File: src/rtl/riscv_ctrl_pkg.sv
// Shared definitions for the CPU run controller: state encoding,
// default halt/pass constants, divider width and a saturating increment.
package riscv_ctrl_pkg;

    typedef enum logic [1:0] {
        ST_IDLE  = 2'd0,
        ST_RUN   = 2'd1,
        ST_PAUSE = 2'd2,
        ST_HALT  = 2'd3
    } run_state_t;

    localparam logic [31:0] DEF_HALT_ADDR  = 32'h0000_0064;
    localparam logic [31:0] DEF_PASS_DATA  = 32'h0000_0019;
    localparam int unsigned DEF_DIV        = 5;
    localparam int unsigned DEF_MAX_CYCLES = 2000;

    localparam int unsigned DIV_W     = 8;
    localparam logic [31:0] CYCLE_SAT = 32'hFFFF_FFFF;

    function automatic logic [31:0] sat_inc(input logic [31:0] v);
        return (v == CYCLE_SAT) ? v : v + 32'd1;
    endfunction

endpackage

File: src/rtl/clk_en_div.sv
// Clock-enable divider: counts 0..DIV-1 while run is high, tick marks
// the wrap cycle. Ports: clk, rst_n (async low), run, clear, tick.
module clk_en_div
    import riscv_ctrl_pkg::*;
#(
    parameter int unsigned DIV = DEF_DIV
)(
    input  logic clk,
    input  logic rst_n,
    input  logic run,
    input  logic clear,
    output logic tick
);

    localparam logic [DIV_W-1:0] LAST = DIV_W'(DIV - 1);

    logic [DIV_W-1:0] cnt;

    assign tick = run & ~clear & (cnt == LAST);

    always_ff @(posedge clk or negedge rst_n) begin
        if (!rst_n) begin
            cnt <= '0;
        end else if (clear) begin
            cnt <= '0;
        end else if (run) begin
            cnt <= (cnt == LAST) ? '0 : cnt + 1'b1;
        end
    end

endmodule

File: src/rtl/cpu_run_ctrl.sv
// Run/pause/step/halt controller for a single-cycle CPU, driving its
// clock enable and reset and watching its data port for the halt store.
// Ports: clk, reset (async low), Start, Stop, Step, MemWrite, DataAddr,
// WriteData in; CpuEn, CpuReset, State, Done, Pass, Timeout, CycleCount
// out. Define CYCLE_LIMIT_EN to build the MAX_CYCLES watchdog.
module cpu_run_ctrl
    import riscv_ctrl_pkg::*;
#(
    parameter int unsigned DIV        = DEF_DIV,
    parameter logic [31:0] HALT_ADDR  = DEF_HALT_ADDR,
    parameter logic [31:0] PASS_DATA  = DEF_PASS_DATA,
    parameter int unsigned MAX_CYCLES = DEF_MAX_CYCLES
)(
    input  logic        clk,
    input  logic        reset,
    input  logic        Start,
    input  logic        Stop,
    input  logic        Step,
    input  logic        MemWrite,
    input  logic [31:0] DataAddr,
    input  logic [31:0] WriteData,
    output logic        CpuEn,
    output logic        CpuReset,
    output logic [1:0]  State,
    output logic        Done,
    output logic        Pass,
    output logic        Timeout,
    output logic [31:0] CycleCount
);

    if (DIV < 2 || DIV > 255) begin : g_bad_div
        $error("cpu_run_ctrl: DIV out of range 2..255");
    end
    if (MAX_CYCLES == 0) begin : g_bad_max
        $error("cpu_run_ctrl: MAX_CYCLES must be nonzero");
    end

    run_state_t  state;
    run_state_t  nxt;
    logic        en_n;
    logic        done_n;
    logic        pass_n;
    logic        clr;
    logic        tick;
    logic        step_q;
    logic        step_rise;
    logic        halt_hit;
    logic        pass_hit;
    logic [31:0] cnt_n;

    assign State     = state;
    assign step_rise = Step & ~step_q;
    assign pass_hit  = (WriteData == PASS_DATA);
    // Only a store issued by a live CPU step can end the program.
    assign halt_hit  = CpuEn & MemWrite & (DataAddr == HALT_ADDR);

    clk_en_div #(
        .DIV (DIV)
    ) u_div (
        .clk   (clk),
        .rst_n (reset),
        .run   (state == ST_RUN),
        .clear (clr),
        .tick  (tick)
    );

`ifdef CYCLE_LIMIT_EN
    logic timeout_q;
    logic to_n;
    logic wdog;

    assign wdog    = CpuEn & (CycleCount >= MAX_CYCLES);
    assign Timeout = timeout_q;

    always_ff @(posedge clk or negedge reset) begin
        if (!reset) begin
            timeout_q <= 1'b0;
        end else begin
            timeout_q <= to_n;
        end
    end
`else
    assign Timeout = 1'b0;
`endif

    always_comb begin
        nxt    = state;
        en_n   = 1'b0;
        done_n = Done;
        pass_n = Pass;
        clr    = 1'b0;
`ifdef CYCLE_LIMIT_EN
        to_n   = timeout_q;
`endif
        unique case (state)
            ST_IDLE: begin
                if (Start) begin
                    nxt    = ST_RUN;
                    clr    = 1'b1;
                    done_n = 1'b0;
                    pass_n = 1'b0;
`ifdef CYCLE_LIMIT_EN
                    to_n   = 1'b0;
`endif
                end
            end
            ST_RUN: begin
                if (halt_hit) begin
                    nxt    = ST_HALT;
                    done_n = 1'b1;
                    pass_n = pass_hit;
`ifdef CYCLE_LIMIT_EN
                    to_n   = 1'b0;
                end else if (wdog) begin
                    nxt    = ST_HALT;
                    done_n = 1'b1;
                    pass_n = 1'b0;
                    to_n   = 1'b1;
`endif
                end else begin
                    en_n = tick;
                    if (Stop) begin
                        nxt = ST_PAUSE;
                    end
                end
            end
            ST_PAUSE: begin
                if (halt_hit) begin
                    nxt    = ST_HALT;
                    done_n = 1'b1;
                    pass_n = pass_hit;
`ifdef CYCLE_LIMIT_EN
                    to_n   = 1'b0;
`endif
                end else if (Start) begin
                    nxt = ST_RUN;
                end else if (step_rise) begin
                    en_n = 1'b1;
                end
            end
            ST_HALT: begin
                if (Start) begin
                    nxt = ST_IDLE;
                end
            end
        endcase
    end

    // The count advances with the pulse itself, so it already includes
    // the step the CPU is executing while CpuEn is high.
    always_comb begin
        cnt_n = CycleCount;
        if (clr) begin
            cnt_n = '0;
        end else if (en_n) begin
            cnt_n = sat_inc(CycleCount);
        end
    end

    always_ff @(posedge clk or negedge reset) begin
        if (!reset) begin
            state      <= ST_IDLE;
            CpuEn      <= 1'b0;
            CpuReset   <= 1'b1;
            Done       <= 1'b0;
            Pass       <= 1'b0;
            CycleCount <= '0;
            step_q     <= 1'b0;
        end else begin
            state      <= nxt;
            CpuEn      <= en_n;
            CpuReset   <= (nxt == ST_IDLE);
            Done       <= done_n;
            Pass       <= pass_n;
            CycleCount <= cnt_n;
            step_q     <= Step;
        end
    end

endmodule

File: config.mk
export PLATFORM = sky130hd
export DESIGN_NAME = cpu_run_ctrl
export DESIGN_NICKNAME = d
export VERILOG_FILES = /design/src/rtl/riscv_ctrl_pkg.sv /design/src/rtl/clk_en_div.sv /design/src/rtl/cpu_run_ctrl.sv
export SDC_FILE = /design/constraint.sdc
export NUM_CORES = 1
export LEC_CHECK = 0
export ABC_AREA = 1
export CAP_MARGIN = 10
export CORE_AREA = 2 2 89 91
export CTS_CLUSTER_SIZE = 40
export DETAILED_ROUTE_END_ITERATION = 6
export DIE_AREA = 0 0 91 93
export PLACE_DENSITY_LB_ADDON = 0.1
export SLEW_MARGIN = 20
export SYNTH_ARGS = -nofsm -noshare
export SYNTH_HDL_FRONTEND = slang
export SYNTH_HIERARCHICAL = 1
export SYNTH_SLANG_ARGS = --single-unit
File: constraint.sdc
create_clock -name clk -period 2.8 [get_ports clk]
set_input_delay 0.42 -clock clk [delete_from_list [all_inputs] [get_ports clk]]
set_output_delay 0.42 -clock clk [all_outputs]
set_load 0.005 [all_outputs]
==> impl_summary.txt <==
----------------------------------------------------
[Finish]
  P&R area growth vs syn ... 36.9%
  Share of cells above drive strength 1 ... 0.0411
  Highest-count cells in the layout ignoring fill and taps ... sky130_fd_sc_hd__nand2_1, sky130_fd_sc_hd__clkdlybuf4s50_1, sky130_fd_sc_hd__nor2_1, sky130_fd_sc_hd__nand3_1
  Layout Utilization ... 0.624
  Count of nets after finishing ... 709
  Most common cell after layout, fill and taps aside ... sky130_fd_sc_hd__nand2_1
  Number of inserted diodes ... 0

[Clock tree]
  Post-CTS setup-driven buffer insertion count ... 0
  Resize count post-CTS ... 0
  Clk Tree Root Cell ... sky130_fd_sc_hd__clkbuf_8
  Hold buffer count at cts ... 0
  Number of buffers added by the clock tree synthesis step ... 5
  Max Root-Sink Buffers ... 2
  Post-CTS clock slew at the launch and capture registers of the worst setup and hold paths ... 90 ps
  CTS tree ... yes
  CTS H-tree lvls ... 2
  Clock sink count ... 47
  Later-pin clock latency in the skew report ... 300 ps

[STA]
  Fin. max-slew vios ... 0
  Post-Route Hold Slack ... 105 ps
  Endpoints failing setup ... 0
  Fmax ... 0.419 GHz
  Sum Neg Setup Slack ... 0 ps
  Setup repair after global routing missed its margin ... false
  Worst-Margin Slew ... 599 ps
  Share of the clock period used by the worst path ... 0.853
  Minimum period implied by the final worst setup slack ... 2390 ps
  Worst rel slew slack ... 0.601
  Final count of hold timing violations ... 0
  Setup WS post-layout ... 412 ps
  Clk_skew ... 5.07 ps

[Job]
  Number of maximum-capacitance violations ... 0

[Worst setup path]
  Startpoint-to-endpoint class of the critical path ... reg -> reg
  Setup slack of the worst register-to-register path ... 410 ps
  Cell with the largest stage delay on the worst path ... sky130_fd_sc_hd__dfrtp_1
  Delay of the slowest cell on the worst path ... 450 ps
  Crit-path cells ... inv_1 -> ha_1 -> nand2_1 -> inv_1 -> inv_1 -> nand2_1 -> nor3_1 -> nand2_1 -> nand2_1 -> nand3_2 -> nand2_4 -> nand2_1 -> nand2_1
  Sort of element at the end of the critical path ... flop
  Capturing point of the worst reg2reg path ... CycleCount[26]
  CP startpoint kind ... flop
  Crit path to ... CycleCount[26]
  WP data arrival ... 2630 ps
  Launching point of the worst reg2reg path ... State[0]
  Critical Path Most Common Cell ... sky130_fd_sc_hd__nand2_1
  Biggest fanout along the worst timing path ... 32
  Reg2Reg Depth ... 13
  Required time reported for the critical path endpoint ... 3040 ps
  CP startpoint ... State[0]

[Power and ir drop]
  Static power due to leakage ... 0.00204 uW
  Peak supply drop ... 0.356 mV
  Power consumption ... 2370 uW
  Total power density per cell area ... 504 mW/mm^2
  Internal Pwr Total ... 1490 uW
  Net switching power ... 872 uW
  Combinational Power Share ... 0.388
  Part of the total power dissipated in sequential elements ... 0.362
  Switching share of power ... 0.369
  Clock network fraction of design power ... 0.250

[Drt]
  DRC viols ... 0
  Iteration-0 DRC Markers ... 184
  Wire length per cell after detailed routing ... 13.5 um
  Count of antenna-violating nets left after detailed routing ... 0
  Via-per-instance ratio ... 4.93
  Vias after detailed routing ... 3616
  Number of search-and-repair iterations in the first detailed-routing pass ... 6
  Sum of routed wire length over all layers ... 9.90 mm

[Logic synthesis]
  Number of standard cells after synthesis ... 527
  Post-synthesis sequential element count ... 47
  Netlist area before placement ... 0.00343 sq mm
  Dominant combinational cell family by area after synthesis ... simple AND/OR/NAND/NOR gates
  Per-instance average area after synthesis ... 6.51 sq um
  Share of the yosys chip area belonging to registers ... 0.343
  Area share of fa/ha/maj cells after synthesis ... 0.0292
  Distinct cell type count after synthesis ... 30
  Mux cell area share after synthesis ... 0
  Compound-gate portion of the synthesized area ... 0.0263
  Post-synth net total ... 605
  Share of synthesized cell area in and, or, nand and nor gates ... 0.456
  Synthesis Warnings ... 6
  Post-Synth XOR/XNOR Area ... 0.0664

[Floorplan]
  Number of top-level pins ... 109
  Die outline area ... 0.00846 sq mm
  Vertical die dimension ... 93 um
  Placeable core region ... 0.00753 sq mm
  Row Count ... 32
  Initial cell density of the core ... 0.456
  Horizontal die dimension ... 91 um

[Placement]
  Last weighted congestion value of the routability-driven placer ... 0.995
  Number of port buffers ... 107
  Post-Place Setup Slack ... 313 ps
  Final HPWL DP ... 7.70 mm

[Global route]
  Via count of the first global-routing pass ... 3473
  Total track usage ... 0.241
  Maximum number of pins on one net before global-route repair ... 48
  Gr ovfl total ... 0
  Global-route wire length before repair ... 16.7 mm
  Antenna violations before repair ... 0

[Hold path]
  Type of the most critical hold path ... in -> async

[Outcome]
  Result of the run ... complete, no violations

----------------------------------------------------
[synthesized netlist by cell type (all sizes together)]
cell type	n	area share
nor4	6	0.011
xor2	22	0.056
o21bai	1	0.0022
dfstp	1	0.0077
buf	7	0.019
nand2	178	0.20
ha	8	0.029
conb	1	0.0011
nor2	110	0.13
o21ai	9	0.013
nand3	51	0.080
o311ai	1	0.0026
xnor2	4	0.010
nor3	16	0.028
a31o	1	0.0026
a21oi	4	0.0058
clkbuf	6	0.0066
nand4	4	0.0073
inv	48	0.053
nor3b	2	0.0044
nand3b	1	0.0022
dfrtp	46	0.34
[through the flow]
stage | std cells | area, sq um
final | 734 | 4690
after global routing | 734 | 4690
after CTS | 734 | 4690
after detailed placement | 726 | 4560
after global placement | 726 | 4560
after floorplan | 527 | 3430
[metal layers]
metal  vias to the layer above  routed length, um  GRT usage
met5                         -                  0          0
met4                         0                166     0.0568
met3                        14                658     0.0419
met2                       111               4350      0.388
met1                      1635               4730      0.339
li1                       1856                  -          -
[sequential cells by signal, summed over array words and instances (netlist names)]
name	flops
CpuReset	1
u_div/cnt	8
CycleCount	32
Done	1
State	2
Pass	1
step_q	1
CpuEn	1
[power groups by stage]
stage / combinational (uW) / clock (uW) / sequential [uW]
5_1_grt: 1040 / 625 / 870
2_1_floorplan: 586 / 0 / 856
3_3_place_gp: 901 / 0 / 866
6_report: 917 / 592 / 856
4_1_cts: 920 / 607 / 856
3_5_place_dp: 914 / 0 / 869
[area by class of cell]
type	count	area [sq um]
Inverter	48	180
Clock inverter	2	60.1
Sequential cell	47	1180
Tap cell	102	128
Timing Repair Buffer	110	1090
Multi-Input combinational cell	419	1990
Clock buffer	6	72.6
Fill cell	727	2830
[critical path, delay by kind of cell (launching register included)]
kind | cells | cell delay, ps
simple gates | 9 | 1430
flops | 1 | 450
fa+ha+maj | 1 | 230
buf+inv | 3 | 220
[how the worst min path moves through the flow]
stage,start,endpoint,cells after the start
global route,reset,CycleCount[14],1
floorplan,reset,CpuEn,0
CTS,reset,CycleCount[25],1
global placement,Pass,Pass,2
detailed placement,Pass,Pass,2
finish,reset,CycleCount[20],1
[cells by family after synthesis]
logic type	after synthesis
AOI/OAI and AO/OA	16
xor gates and xnor gates	26
DFF	47
buffers and inverters	61
and+or+nand+nor	368
other	1
adders and majority gates	8
(Power assumes the default switching activity.)
